**config.mk**
```make
export PLATFORM = sky130hd
export DESIGN_NAME = dmem_arbiter
export DESIGN_NICKNAME = d
export VERILOG_FILES = /design/src/rtl/dmem_arbiter.sv
export SDC_FILE = /design/constraint.sdc
export NUM_CORES = 1
export LEC_CHECK = 0
export ABC_CLOCK_PERIOD_IN_PS = 2700
export CAP_MARGIN = 0
export CORE_AREA = 2 2 96 98
export CTS_CLUSTER_DIAMETER = 150
export CTS_CLUSTER_SIZE = 10
export DETAILED_ROUTE_END_ITERATION = 16
export DIE_AREA = 0 0 98 100
export PLACE_DENSITY = 0.73
export SYNTH_ARGS = -nofsm -noshare
export SYNTH_HDL_FRONTEND = slang
export SYNTH_SLANG_ARGS = --single-unit
```
**constraint.sdc**
```tcl
create_clock -name clk_i -period 2.7 [get_ports clk_i]
set_input_delay 0.54 -clock clk_i [delete_from_list [all_inputs] [get_ports clk_i]]
set_output_delay 0.54 -clock clk_i [all_outputs]
set_load 0.1 [all_outputs]
```
**src/rtl/dmem_arbiter.sv**
```systemverilog
// Arbiter for the single-port data memory shared by the load unit and the store drain.
// Adds a load-streak cap, a store-drain fence, and bounds checking on every access.
module dmem_arbiter #(
    parameter int unsigned MEM_SIZE        = 256,
    parameter int unsigned TAG_W           = 4,
    parameter int unsigned MAX_LOAD_STREAK = 3
) (
    input  logic             clk_i,
    input  logic             rst_ni,
    input  logic             ld_valid_i,
    output logic             ld_ready_o,
    input  logic [31:0]      ld_addr_i,
    input  logic [TAG_W-1:0] ld_tag_i,
    output logic             ld_resp_valid_o,
    output logic [31:0]      ld_resp_data_o,
    output logic [TAG_W-1:0] ld_resp_tag_o,
    output logic             ld_resp_err_o,
    input  logic             st_valid_i,
    output logic             st_ready_o,
    input  logic [31:0]      st_addr_i,
    input  logic [31:0]      st_data_i,
    output logic             st_err_o,
    input  logic             sb_empty_i,
    input  logic             fence_i,
    output logic             fence_done_o,
    output logic             mem_wr_en_o,
    output logic [31:0]      mem_addr_o,
    output logic [31:0]      mem_data_o,
    input  logic [31:0]      mem_data_i
);

    localparam int unsigned STREAK_W  = $clog2(MAX_LOAD_STREAK + 1);
    localparam logic [31:0] LAST_ADDR = 32'(MEM_SIZE - 4);

    typedef enum logic {
        ST_NORMAL,
        ST_FENCE
    } state_e;

    state_e              state_q, state_d;
    logic [STREAK_W-1:0] streak_q, streak_d;
    logic                resp_valid_q, resp_valid_d;
    logic [31:0]         resp_data_q, resp_data_d;
    logic [TAG_W-1:0]    resp_tag_q, resp_tag_d;
    logic                resp_err_q, resp_err_d;
    logic                st_err_q, st_err_d;
    logic                fence_done_q, fence_done_d;

    logic ld_grant, st_grant;
    logic ld_oob, st_oob;

    // Comparing against the last legal word start avoids the addr+3 overflow.
    assign ld_oob = ld_addr_i > LAST_ADDR;
    assign st_oob = st_addr_i > LAST_ADDR;

    always_comb begin
        ld_grant     = 1'b0;
        st_grant     = 1'b0;
        state_d      = state_q;
        fence_done_d = 1'b0;
        case (state_q)
            ST_NORMAL: begin
                ld_grant = ld_valid_i &&
                           (!st_valid_i || streak_q < STREAK_W'(MAX_LOAD_STREAK));
                st_grant = st_valid_i && !ld_grant;
                if (fence_i) begin
                    state_d = ST_FENCE;
                end
            end
            ST_FENCE: begin
                st_grant = st_valid_i;
                if (sb_empty_i && !st_valid_i) begin
                    state_d      = ST_NORMAL;
                    fence_done_d = 1'b1;
                end
            end
            default: state_d = ST_NORMAL;
        endcase
    end

    always_comb begin
        streak_d = streak_q;
        if (st_grant || !st_valid_i) begin
            streak_d = '0;
        end else if (ld_grant) begin
            streak_d = streak_q + STREAK_W'(1);
        end
    end

    always_comb begin
        mem_wr_en_o = 1'b0;
        mem_addr_o  = '0;
        mem_data_o  = '0;
        if (ld_grant && !ld_oob) begin
            mem_addr_o = ld_addr_i;
        end else if (st_grant && !st_oob) begin
            mem_wr_en_o = 1'b1;
            mem_addr_o  = st_addr_i;
            mem_data_o  = st_data_i;
        end
    end

    // Data and tag hold their last value between responses.
    always_comb begin
        resp_valid_d = ld_grant;
        resp_err_d   = ld_grant && ld_oob;
        resp_data_d  = resp_data_q;
        resp_tag_d   = resp_tag_q;
        if (ld_grant) begin
            resp_data_d = ld_oob ? 32'h0 : mem_data_i;
            resp_tag_d  = ld_tag_i;
        end
        st_err_d = st_grant && st_oob;
    end

    always_ff @(posedge clk_i) begin
        if (!rst_ni) begin
            state_q      <= ST_NORMAL;
            streak_q     <= '0;
            resp_valid_q <= 1'b0;
            resp_data_q  <= '0;
            resp_tag_q   <= '0;
            resp_err_q   <= 1'b0;
            st_err_q     <= 1'b0;
            fence_done_q <= 1'b0;
        end else begin
            state_q      <= state_d;
            streak_q     <= streak_d;
            resp_valid_q <= resp_valid_d;
            resp_data_q  <= resp_data_d;
            resp_tag_q   <= resp_tag_d;
            resp_err_q   <= resp_err_d;
            st_err_q     <= st_err_d;
            fence_done_q <= fence_done_d;
        end
    end

    assign ld_ready_o      = ld_grant;
    assign st_ready_o      = st_grant;
    assign ld_resp_valid_o = resp_valid_q;
    assign ld_resp_data_o  = resp_data_q;
    assign ld_resp_tag_o   = resp_tag_q;
    assign ld_resp_err_o   = resp_err_q;
    assign st_err_o        = st_err_q;
    assign fence_done_o    = fence_done_q;

endmodule
```
; After elaboration in Yosys (flattened, before gate mapping)
; Index checks and enable logic that the tools add are counted.
[op_classes]
reduce_logical = 15
n_eq_ne = 0
addsub = 1
magnitude_cmp = 3
n_mul = 0
n_bitwise = 2
n_div = 0
mux = 13
n_shift = 0
[ops]
columns = cell, n
row1 = two-way mux 32 bit, 5
row2 = "> comparator 32 x 8 -> 1 bit, second input constant", 2
row3 = logical AND 1 bit, 7
row4 = two-way mux 1 bit, 6
row5 = zero test 1 bit, 4
row6 = one-hot mux 1 bit (2 select lines), 2
row7 = "adder 2 x 1 -> 2 bit, second input constant", 1
row8 = logical OR 1 bit, 2
row9 = "< comparator 2 bit, second input constant", 1
row10 = inverter 1 bit, 2
row11 = AND reduction 2 bit, 1
row12 = OR reduction 2 bit, 1
[totals]
mem_bits_rw = 0
rom_bits = 0
register_bits = 43
out_inout_bits = 107
memories = 0
latchBits = 0

; Depth between registers and ports, before layout
[depth]
ltp_word = 9
mapped_depth = 8

; Least setup slack after synthesis
; OpenSTA, ideal clock, no wires.
[synth_timing]
path_type = input to output
start = input port ld_valid_i
end = output port mem_addr_o[0]
n_path_buf = 0
t_arrival_ps = 4179
stages = 3
slack_ps = -2019
path_cell_list = a31oi_1 -> nand2_1 -> o22ai_1
[synth_via]
elab_chain_len = 7
word_cells_on_any_way = 9
[synth_rtl]
columns = item, line
row1 = from (decl), 10  ; input logic ld_valid_i,
row2 = logical AND 1 bit *, 63  ; ld_grant = ld_valid_i &&
row3 = zero test 1 bit, 65  ; st_grant = st_valid_i && !ld_grant;
row4 = logical AND 1 bit, 65
row5 = one-hot mux 1 bit (2 select lines), 61  ; case (state_q)
row6 = logical AND 1 bit, 96  ; end else if (st_grant && !st_oob) begin
row7 = two-way mux 32 bit, 96
row8 = two-way mux 32 bit *, 94  ; if (ld_grant && !ld_oob) begin
row9 = to (decl), 27  ; output logic [31:0] mem_addr_o,
; Mark *: on every way between the ends. The rest lies on a longest branch, timed or not.

; Worst setup path after layout
[layout_timing]
start = input port st_addr_i[18]
end = output port mem_data_o[14]
[layout_via]
elab_chain_len = 5
[layout_rtl]
columns = item, line
row1 = from (decl), 20  ; input logic [31:0] st_addr_i,
row2 = > comparator 32 x 8 -> 1 bit, 54  ; assign st_oob = st_addr_i > LAST_ADDR;
row3 = zero test 1 bit, 96
row4 = logical AND 1 bit, 96
row5 = two-way mux 32 bit, 96
row6 = two-way mux 32 bit, 94
row7 = to (decl), 28  ; output logic [31:0] mem_data_o,
; No other way between the ends.

==> out/results.ini <==
[synth]
yosysUniqueCellTypes=26
yosys.area_share.adder_pct=0.603
yosysSeqAreaShare_pct=41.5
synth.cell_area_um2=2080
synth_simple_gate_area_share_pct=22.9
synth-seq-cells=43
synth-main-ff-cell=dfxtp_1
synth_edf_count=0
synth-xor-area-share_pct=0
synthArstFlopShare_pct=0
syn_area_per_cell_um2=9.48
yosysWarnings=0
synth.area.mux_share_pct=1.93
synth-compound-area-share_pct=19.0
synth_top_family_by_area=simple AND/OR/NAND/NOR gates
syn_inst=219

[setup_path]
critPathMaxFanout=8
cpMostUsedCell=buf_6
arrival_ns=2.14
r2r_cells=7
startpoint_type=primary input
max_stage_delay_ns=0.27
crit_type=primary input to output pin
critPathSlowestCell=nor4_4
crit_chain=buf_6 > nor4_4 > o211ai_1 > buf_4 > nor4_4 > buf_6 > buf_6 > and2_4 > buf_12
end_kind=output pin
crit_required_ns=2.16

[pwr]
internal-power_mw=1.11
peakVddDrop_v=0.000254
power.density_nw_per_um2=318
net-switching-power_mw=0.532
total_power_mw=1.64
seq_power_share_pct=39.3
clkPwrFrac_pct=30.0
leakage_nw=2.31
share_comb_of_total_power_pct=30.7
p_sw_share_pct=32.4

[global_route]
grt_usage_pct=16.4
overflow=0
grt_pass1_vias=2538
grt_pass1_wl_um=12800
antenna_found_initial=2
grt_max_degree=33

[layout]
nets=590
area_delta_synth_final_pct=148
stdcell_count=563
seq_area_um2=861
final_core_util_pct=58.0
final_common_cell=clkdlybuf4s50_1
stdcell_area_um2=5160
multi_input_area_um2=1330
num-fill-cells=752
drive_above_1_share_pct=39.7
layout_common_cells=clkdlybuf4s50_1, buf_4, dfxtp_1, buf_12

[timing]
setup_viol=0
fin_crit_sh_pct=99.4
fmax_mhz=372
finalHoldViolations=0
worst_slack_ns=0.0152
fin_worst_skew_ns=0.00176
slew_viol_final=0
whs_ns=0.444
rsz0062_at_grt=true
setup_tns_ns=0
post-route-min-period_ns=2.68

[detailed_routing]
first_pass_iters=4
antenna_left=0
wl_per_cell_um=15.9
post-route-drc-count=0
drt-initial-drc-count=47
wl_um=8980
vias_per_cell=4.50
via_count=2531

[die]
pin_count=245
initial_utilization_pct=23.3
dieWidth_um=98
fp.dieH_um=100
std_cell_rows=35
design.core.area_um2=8890
dieArea_um2=9800

[cts]
cts_buffer_depth=2
cts_tree=done
cts_buffers=5
htreeDepth=2
clkSinkCount=43
clock_latency_ns=0.29
cts_root_buf=clkbuf_8
clkTransAtPathRegs_ns=0.08

[place]
placed_area_um2=4810
preCtsSetupSlack_ns=-0.296
hpwl_um=6880
port_buffers=220
globalplace.congestion=0.749
dpl.cell_count=549

[hold_path]
hold_path.class=flop to flop
holdPathStages=1

[run_status]
outcome=finished clean

[job]
cap_violations=0

## power groups by stage
stage,registers [mW],logic (mW),clock network [mW]
final,0.646,0.504,0.493
after global routing,0.647,0.524,0.535
after CTS,0.646,0.494,0.515
after detailed placement,0.661,0.504,0
after global placement,0.660,0.499,0
after floorplan,0.708,0.242,0
## flip-flops by register name (all words and copies together) (netlist names)
| register | flops |
|---|---|
| ld_resp_data_o | 32 |
| ld_resp_valid_o | 1 |
| state_q | 1 |
| ld_resp_tag_o | 4 |
| streak_q | 2 |
| st_err_o | 1 |
| ld_resp_err_o | 1 |
| fence_done_o | 1 |
## metal layers
metal	vias to the layer above	track usage, %	routed length (µm)
li1	1199	-	-
met1	1169	16.6	3100
met2	147	31.6	4890
met3	14	5.57	866
met4	2	5.34	114
met5	-	0	10
## worst max-delay path: cells and delay by family
family,cells,cell delay (ns)
buf+inv,5,0.74
simple gates,3,0.68
compound gates,1,0.16
## what timing repair did
item,in CTS,in global routing
setup endpoints to repair,41,41
gates resized for setup,76,67
pin swaps,14,47
buffers inserted,1,1
cloned,4,1
hold buffers,0,0
## Yosys cell counts, types with 2 or more instances
master / n / share of area, %
o211a_1: 2 / 0.96
and3_1: 3 / 0.90
nand4_1: 4 / 1.2
buf_4: 24 / 8.7
o22ai_1: 8 / 2.4
or2_2: 2 / 0.60
nand2_1: 17 / 3.1
a22o_1: 32 / 14
clkbuf_1: 2 / 0.36
buf_2: 8 / 1.9
nor2b_1: 6 / 1.8
inv_1: 3 / 0.54
nor4_1: 12 / 3.6
buf_6: 4 / 2.2
o211ai_1: 4 / 1.4
dfxtp_1: 43 / 41
and2_1: 33 / 9.9
mux2i_1: 4 / 1.9
## cell families (layout without fill, tap and decap cells)
group,after synthesis,count (layout)
simple gates,80,81
compound gates,48,48
flops,43,43
buf+inv,42,250
mux,4,4
fa+ha+maj,1,1
other cells,1,25
## worst paths after layout
check	from	end	slack, ns
max reg2reg	streak_q[0]	ld_resp_data_o[18]	0.90
min reg2reg	streak_q[0]	streak_q[0]	0.44
max	st_addr_i[18]	mem_data_o[14]	0.02
min	streak_q[0]	streak_q[0]	0.44
## area by class of cell
| cell class | count | area share [%] |
|---|---|---|
| tap | 111 | 2.69 |
| multi-input combinational | 158 | 25.9 |
| antenna | 1 | 0.0485 |
| timing repair buffer | 239 | 52.4 |
| clock buffer | 5 | 1.33 |
| inverter | 4 | 0.291 |
| sequential | 43 | 16.7 |
| clock inverter | 2 | 0.728 |
Power figures use the tool's default switching activity.
